$ cat src/rtl/fb_ahb_writer_if.sv
// rtl/fb_ahb_writer_if.sv - AHB-Lite slave port bundle for the framebuffer writer
interface fb_ahb_writer_if;
  logic        AHB_HSEL;
  logic [11:0] AHB_HADDR;
  logic [1:0]  AHB_HTRANS;
  logic        AHB_HWRITE;
  logic [2:0]  AHB_HSIZE;
  logic [31:0] AHB_HWDATA;
  logic        AHB_HREADY;
  logic        AHB_HREADYOUT;
  logic [31:0] AHB_HRDATA;
  logic        AHB_HRESP;

  modport master (
    output AHB_HSEL, AHB_HADDR, AHB_HTRANS, AHB_HWRITE, AHB_HSIZE, AHB_HWDATA, AHB_HREADY,
    input  AHB_HREADYOUT, AHB_HRDATA, AHB_HRESP
  );

  modport slave (
    input  AHB_HSEL, AHB_HADDR, AHB_HTRANS, AHB_HWRITE, AHB_HSIZE, AHB_HWDATA, AHB_HREADY,
    output AHB_HREADYOUT, AHB_HRDATA, AHB_HRESP
  );
endinterface

$ cat src/rtl/fb_ahb_writer.sv
// rtl/fb_ahb_writer.sv - AHB-Lite framebuffer writer with pixel pointer, XY addressing and fill engine
module fb_ahb_writer #(
  parameter int FB_WIDTH  = 160,
  parameter int FB_HEIGHT = 120,
  parameter int ADDR_W    = 15,
  parameter int PIX_W     = 3
) (
  input  logic              clk,
  input  logic              reset,
  fb_ahb_writer_if.slave    ahb,
  output logic              fb_we,
  output logic [ADDR_W-1:0] fb_addr,
  output logic [PIX_W-1:0]  fb_din,
  output logic              busy
);

  localparam int                FB_SIZE     = FB_WIDTH * FB_HEIGHT;
  localparam logic [ADDR_W-1:0] LAST_ADDR   = ADDR_W'(FB_SIZE - 1);
  localparam logic [ADDR_W-1:0] WIDTH_A     = ADDR_W'(FB_WIDTH);
  localparam logic [9:0]        OFF_CTRL    = 10'd0;
  localparam logic [9:0]        OFF_PTR     = 10'd1;
  localparam logic [9:0]        OFF_DATA    = 10'd2;
  localparam logic [9:0]        OFF_FILLCOL = 10'd3;
  localparam logic [9:0]        OFF_XY      = 10'd4;

  typedef enum logic {S_IDLE, S_FILL} state_t;
  state_t state;

  logic              dp_valid;
  logic              dp_write;
  logic [9:0]        dp_addr;
  logic [ADDR_W-1:0] ptr;
  logic [PIX_W-1:0]  fill_col;
  logic              range_err;

  logic              accept;
  logic              data_stall;
  logic              wr_done;
  logic [7:0]        wx;
  logic [7:0]        wy;
  logic              xy_ok;
  logic [ADDR_W-1:0] xy_ptr;
  logic              ptr_ok;
  logic [ADDR_W-1:0] ptr_y;
  logic [ADDR_W-1:0] ptr_x;
  logic [31:0]       xy_word;
  logic [31:0]       rdata;
  logic              unused_bits;

  assign accept      = ahb.AHB_HSEL & ahb.AHB_HTRANS[1] & ahb.AHB_HREADY;
  // A pixel write cannot share the BRAM port with the fill, so it waits for the fill to end
  assign data_stall  = dp_valid & dp_write & (dp_addr == OFF_DATA) & (state == S_FILL);
  assign wr_done     = dp_valid & dp_write & ~data_stall;
  assign busy        = (state == S_FILL);
  assign unused_bits = ^{ahb.AHB_HSIZE, ahb.AHB_HADDR[1:0]};

  assign wx     = ahb.AHB_HWDATA[7:0];
  assign wy     = ahb.AHB_HWDATA[15:8];
  assign xy_ok  = (wx < 8'(FB_WIDTH)) && (wy < 8'(FB_HEIGHT));
  assign xy_ptr = ADDR_W'(wy) * WIDTH_A + ADDR_W'(wx);
  assign ptr_ok = ahb.AHB_HWDATA < 32'(FB_SIZE);

  // Constant divisor, so this folds into fixed logic; x and y each fit in a byte
  assign ptr_y   = ptr / WIDTH_A;
  assign ptr_x   = ptr % WIDTH_A;
  assign xy_word = (32'(ptr_y) << 8) | 32'(ptr_x);

  assign ahb.AHB_HREADYOUT = ~data_stall;
  assign ahb.AHB_HRESP     = 1'b0;
  assign ahb.AHB_HRDATA    = rdata;

  // Read mux driven from the captured data-phase address
  always_comb begin
    rdata = 32'd0;
    if (dp_valid && !dp_write) begin
      case (dp_addr)
        OFF_CTRL:    rdata = {30'd0, range_err, busy};
        OFF_PTR:     rdata = 32'(ptr);
        OFF_FILLCOL: rdata = 32'(fill_col);
        OFF_XY:      rdata = xy_word;
        default:     rdata = 32'd0;
      endcase
    end
  end

  // Capture the address phase; hold it while the bus is stalled
  always_ff @(posedge clk) begin
    if (reset) begin
      dp_valid <= 1'b0;
      dp_write <= 1'b0;
      dp_addr  <= 10'd0;
    end else if (ahb.AHB_HREADY) begin
      dp_valid <= accept;
      dp_write <= ahb.AHB_HWRITE;
      dp_addr  <= ahb.AHB_HADDR[11:2];
    end
  end

  // Register updates at the edge that completes a write data phase
  always_ff @(posedge clk) begin
    if (reset) begin
      ptr       <= '0;
      fill_col  <= '0;
      range_err <= 1'b0;
    end else if (wr_done) begin
      case (dp_addr)
        OFF_CTRL: if (ahb.AHB_HWDATA[1]) range_err <= 1'b0;
        OFF_PTR: begin
          if (ptr_ok) ptr <= ahb.AHB_HWDATA[ADDR_W-1:0];
          else        range_err <= 1'b1;
        end
        OFF_DATA:    ptr <= (ptr == LAST_ADDR) ? '0 : ptr + 1'b1;
        OFF_FILLCOL: fill_col <= ahb.AHB_HWDATA[PIX_W-1:0];
        OFF_XY: begin
          if (xy_ok) ptr <= xy_ptr;
          else       range_err <= 1'b1;
        end
        default: ;
      endcase
    end
  end

  // Fill FSM and registered BRAM write port; fb_addr doubles as the fill counter
  always_ff @(posedge clk) begin
    if (reset) begin
      state   <= S_IDLE;
      fb_we   <= 1'b0;
      fb_addr <= '0;
      fb_din  <= '0;
    end else begin
      case (state)
        S_IDLE: begin
          fb_we <= 1'b0;
          if (wr_done && dp_addr == OFF_CTRL && ahb.AHB_HWDATA[0]) begin
            state   <= S_FILL;
            fb_we   <= 1'b1;
            fb_addr <= '0;
            fb_din  <= fill_col;
          end else if (wr_done && dp_addr == OFF_DATA) begin
            fb_we   <= 1'b1;
            fb_addr <= ptr;
            fb_din  <= ahb.AHB_HWDATA[PIX_W-1:0];
          end
        end
        S_FILL: begin
          if (fb_addr == LAST_ADDR) begin
            state <= S_IDLE;
            fb_we <= 1'b0;
          end else begin
            fb_addr <= fb_addr + 1'b1;
          end
        end
      endcase
    end
  end

endmodule

$ cat src/flat_wrapper.sv
// flat-port wrapper written by rule: the top's interface ports become plain ports
module fb_ahb_writer_flat 
#(
  parameter int FB_WIDTH  = 160,
  parameter int FB_HEIGHT = 120,
  parameter int ADDR_W    = 15,
  parameter int PIX_W     = 3
)
  (clk, reset, fb_we, fb_addr, fb_din, busy, ahb_AHB_HSEL, ahb_AHB_HADDR, ahb_AHB_HTRANS, ahb_AHB_HWRITE, ahb_AHB_HSIZE, ahb_AHB_HWDATA, ahb_AHB_HREADY, ahb_AHB_HREADYOUT, ahb_AHB_HRDATA, ahb_AHB_HRESP);
  fb_ahb_writer_if ahb_i ();
  input  logic clk;
  input  logic reset;
  output logic fb_we;
  output logic [ADDR_W-1:0] fb_addr;
  output logic [PIX_W-1:0] fb_din;
  output logic busy;
  input wire logic [$bits(ahb_i.AHB_HSEL)-1:0] ahb_AHB_HSEL;
  input wire logic [$bits(ahb_i.AHB_HADDR)-1:0] ahb_AHB_HADDR;
  input wire logic [$bits(ahb_i.AHB_HTRANS)-1:0] ahb_AHB_HTRANS;
  input wire logic [$bits(ahb_i.AHB_HWRITE)-1:0] ahb_AHB_HWRITE;
  input wire logic [$bits(ahb_i.AHB_HSIZE)-1:0] ahb_AHB_HSIZE;
  input wire logic [$bits(ahb_i.AHB_HWDATA)-1:0] ahb_AHB_HWDATA;
  input wire logic [$bits(ahb_i.AHB_HREADY)-1:0] ahb_AHB_HREADY;
  output wire logic [$bits(ahb_i.AHB_HREADYOUT)-1:0] ahb_AHB_HREADYOUT;
  output wire logic [$bits(ahb_i.AHB_HRDATA)-1:0] ahb_AHB_HRDATA;
  output wire logic [$bits(ahb_i.AHB_HRESP)-1:0] ahb_AHB_HRESP;
  assign ahb_i.AHB_HSEL = ahb_AHB_HSEL;
  assign ahb_i.AHB_HADDR = ahb_AHB_HADDR;
  assign ahb_i.AHB_HTRANS = ahb_AHB_HTRANS;
  assign ahb_i.AHB_HWRITE = ahb_AHB_HWRITE;
  assign ahb_i.AHB_HSIZE = ahb_AHB_HSIZE;
  assign ahb_i.AHB_HWDATA = ahb_AHB_HWDATA;
  assign ahb_i.AHB_HREADY = ahb_AHB_HREADY;
  assign ahb_AHB_HREADYOUT = ahb_i.AHB_HREADYOUT;
  assign ahb_AHB_HRDATA = ahb_i.AHB_HRDATA;
  assign ahb_AHB_HRESP = ahb_i.AHB_HRESP;
  fb_ahb_writer #(.FB_WIDTH(FB_WIDTH), .FB_HEIGHT(FB_HEIGHT), .ADDR_W(ADDR_W), .PIX_W(PIX_W)) u_core (.clk(clk), .reset(reset), .ahb(ahb_i), .fb_we(fb_we), .fb_addr(fb_addr), .fb_din(fb_din), .busy(busy));
endmodule
$ cat config.mk
export PLATFORM = sky130hd
export DESIGN_NAME = fb_ahb_writer_flat
export DESIGN_NICKNAME = d
export VERILOG_FILES = /design/src/rtl/fb_ahb_writer_if.sv /design/src/rtl/fb_ahb_writer.sv /design/src/flat_wrapper.sv
export SDC_FILE = /design/constraint.sdc
export NUM_CORES = 1
export LEC_CHECK = 0
export CAP_MARGIN = 0
export CORE_ASPECT_RATIO = 1.2
export CORE_MARGIN = 2
export CORE_UTILIZATION = 52
export DETAILED_ROUTE_END_ITERATION = 12
export GPL_TIMING_DRIVEN = 0
export PLACE_DENSITY = 0.87
export SLEW_MARGIN = 20
export SYNTH_ARGS = -nofsm -noshare
export SYNTH_HDL_FRONTEND = slang
export SYNTH_SLANG_ARGS = --single-unit
$ cat constraint.sdc
create_clock -name clk -period 2.96 [get_ports clk]
set_clock_uncertainty 0.05 [all_clocks]
set_input_delay 0.296 -clock clk [delete_from_list [all_inputs] [get_ports clk]]
set_output_delay 0.296 -clock clk [all_outputs]
set_load 0.01 [all_outputs]
==> qor.yml <==
timing:
  worst_pin_slew_ns: 0.916
  fmax_mhz: 286
  rsz0062_at_grt: "true"
  hold_violations: 0
  drv_slew: 0
  finalCritPeriodShare_pct: 118
  max_slew_margin_pct: 38.4
  fin_crit_ns: 3.50
  fin_ws_ns: -0.538
  setup_viol: 7
cells_and_area:
  area_delta_synth_final_pct: 36.4
  fin_nets: 891
  final_common_cell: "nor2_1"
  final_cell_mix: "nor2_1 (83), clkdlybuf4s50_1 (70), nand2_1 (56)"
  multi_input_area_um2: 3820
  nFillCells: 708
  layout-drive-gt1-share_pct: 18.3
  diodes: 0
  register_area_um2: 1030
  fin_util_pct: 73.0
clocking:
  ctsHoldBuffers: 0
  clk_latency_ns: 0.33
  clock_tree.htree_level_count: 2
  clkSlewWorstSetupHoldPaths_ns: 0.11
  cts_buffers: 5
  cts.sinks: 51
  cts_tree: "done"
  cts.path.max_buffers: 2
  root_buffer: "clkbuf_8"
min_path:
  hp-class: "in -> reg"
  min-delay-start: "ahb_AHB_HREADY"
  hold_path_end: "u_core.dp_addr[1]$_SDFFE_PP0P_"
  hold_depth: 3
synthesis:
  synth_cell_types: 74
  synthCells: 686
  yosysSeqAreaShare_pct: 21.1
  syn_area_per_cell_um2: 7.05
  syn_area_um2: 4840
  synth_edf_count: 0
  ys_warn_count: 0
  ys_ff_latch: 51
  ys.flop_type: "dfxtp_1"
  synth_async_sr_flop_share_pct: 0
global_route:
  grt_pass1_wl_um: 27400
  overflow: 0
  grt_pass1_vias: 5788
  grt_max_degree: 18
  grt_antenna_before_repair: 0
  grt_usage_pct: 33.6
setup_path:
  arrival_ns: 3.15
  reg2reg_to: "u_core.ptr[11]$_SDFFE_PP0P_"
  r2r_cells: 11
  crit_path_start_kind: "flop"
  r2r-start: "u_core.dp_addr[9]$_SDFFE_PP0P_"
  worstPathMaxFanout: 9
  rrSetupSlack_ns: -0.01
  worst_ep_required_time_ns: 2.61
  endpoint_kind: "output port"
  crit_type: "reg -> out"
drt:
  wire_per_inst_um: 19.0
  drcViolationCount: 0
  via_per_inst: 6.46
  drtIter0Drc: 594
  vias: 6063
  first_pass_iters: 5
  wl_um: 17800
  ant_nets: 0
power:
  p_leak_nw: 2.46
  peakVddDrop_mv: 0.259
  seq_power_share_pct: 41.5
  power.density_nw_per_um2: 258
  switchingPower_uw: 483
  p_clk_share_pct: 36.0
  p_int_mw: 1.22
  p_sw_share_pct: 28.4
  p_total_mw: 1.70
  pwr-share-comb_pct: 22.5
job:
  cap_viol_max_count: 0
floorplan:
  die_h_um: 110
  fp.coreArea_um2: 9030
  start_util_pct: 53.5
  fp.dieW_um: 92.0
  ios: 108
  die-area_um2: 10100
  rows: 38
status:
  status: "finished, violations left"
  violations: "negative setup slack"
placement:
  dp.final_hpwl_um: 12200
  port_buffers: 82
  gp_congestion: 0.970
==> cells in the mapped netlist (6+ instances only) <==
cell type | instances | area share [%]
o21ai_0 | 43 | 4.5
a21o_1 | 8 | 1.2
nor2b_1 | 7 | 0.91
nand2_1 | 59 | 4.6
dfxtp_1 | 51 | 21
a211oi_1 | 18 | 2.8
nor2_1 | 86 | 6.7
nor4_1 | 8 | 1.0
inv_1 | 19 | 1.5
mux2i_1 | 20 | 4.1
nand4_1 | 9 | 1.2
xor2_1 | 6 | 1.1
buf_4 | 19 | 2.9
and3_1 | 16 | 2.1
a31oi_1 | 12 | 1.6
a21oi_1 | 51 | 5.3
clkbuf_1 | 35 | 2.7
nor3_1 | 26 | 2.7
a22oi_1 | 11 | 1.7
nand2b_1 | 11 | 1.4
a221oi_1 | 10 | 1.8
xnor2_1 | 18 | 3.3
ha_1 | 18 | 4.7
nand3_1 | 28 | 2.9
buf_2 | 9 | 0.93
==> metrics by stage <==
stage / setup TNS (ns) / instances / setup slack [ns] / instance area, um^2 / hold slack [ns]
final: -2.44 / 938 / -0.538 / 6600 / 0.289
after global routing: -3.90 / 938 / -0.616 / 6600 / 0.328
after CTS: -2.09 / 935 / -0.493 / 6390 / 0.289
after detailed placement: -17.36 / 904 / -0.872 / 5870 / 0.429
after global placement: -10.83 / 904 / -0.849 / 5870 / 0.416
after floorplan: 0 / 702 / 0.0347 / 4900 / 0.393
==> worst max-delay path by stage <==
stage                                start                 to  depth (start not counted)
6_report       u_core.ptr[12]$_SDFFE_PP0P_  ahb_AHB_HRDATA[6]                         11
5_1_grt        u_core.ptr[10]$_SDFFE_PP0P_  ahb_AHB_HRDATA[6]                         14
4_1_cts        u_core.ptr[10]$_SDFFE_PP0P_  ahb_AHB_HRDATA[6]                         11
3_5_place_dp   u_core.ptr[10]$_SDFFE_PP0P_  ahb_AHB_HRDATA[5]                         11
3_3_place_gp   u_core.ptr[10]$_SDFFE_PP0P_  ahb_AHB_HRDATA[5]                         11
2_1_floorplan  u_core.ptr[11]$_SDFFE_PP0P_  ahb_AHB_HRDATA[6]                         10
==> flip-flops by register name, summed over array words and instances, names as in the netlist <==
register	cells
u_core.dp_write	1
u_core.dp_valid	1
u_core.ptr	15
u_core.fill_col	3
u_core.fb_addr	15
u_core.dp_addr	10
u_core.busy	1
u_core.range_err	1
u_core.fb_din	3
u_core.fb_we	1
==> routing by layer <==
metal	routed length (um)	up-vias	GRT usage [%]	part of all wire (%)
li1	-	2753	-	-
met1	6810	2797	40.1	38
met2	8480	417	57.7	48
met3	1540	96	5.89	8.6
met4	993	0	18.6	5.6
met5	0	-	0	0
==> critical path: stages, from the launching register on <==
cell	delay (ns)
dfxtp_4	0.38
or4b_4	0.57
o21ai_4	0.17
a2111oi_4	0.08
a41o_2	0.36
a211oi_1	0.22
o21ba_1	0.18
a22o_1	0.24
nand2_1	0.07
o221ai_1	0.15
a311oi_2	0.22
buf_2	0.17
==> what timing repair did <==
| item | in CTS | in global routing |
|---|---|---|
| pin swaps | 29 | 26 |
| gates cloned | 2 | 0 |
| buffers inserted | 23 | 4 |
| setup endpoints to repair | 43 | 32 |
| resized for setup | 111 | 46 |
==> area by class of cell <==
type                            count  area share [%]
Timing Repair Buffer              110            15.2
Clock inverter                      3            1.08
Tap cell                          120            2.28
Inverter                           20            1.14
Buffer                             65            5.67
Clock buffer                        5            1.04
Sequential cell                    51            15.6
Multi-Input combinational cell    564            58.0
==> kinds of logic after synthesis <==
kind of cell / Yosys count / synth area share, %
xor gates and xnor gates: 24 / 4.35
other: 1 / 0.0775
buffers and inverters: 87 / 8.46
DFF: 51 / 21.1
muxes: 21 / 4.45
AOI/OAI and AO/OA: 197 / 26.7
and+or+nand+nor: 285 / 29.4
adders and majority gates: 20 / 5.49
==> power by group through the flow <==
stage	Clock (mW)	Sequential [mW]	Combinational, mW
2_1_floorplan	0	0.717	0.216
3_3_place_gp	0	0.719	0.326
3_5_place_dp	0	0.719	0.337
4_1_cts	0.607	0.704	0.356
5_1_grt	0.628	0.708	0.414
6_report	0.614	0.707	0.384
Note: power is estimated with default switching activity, not from simulation.
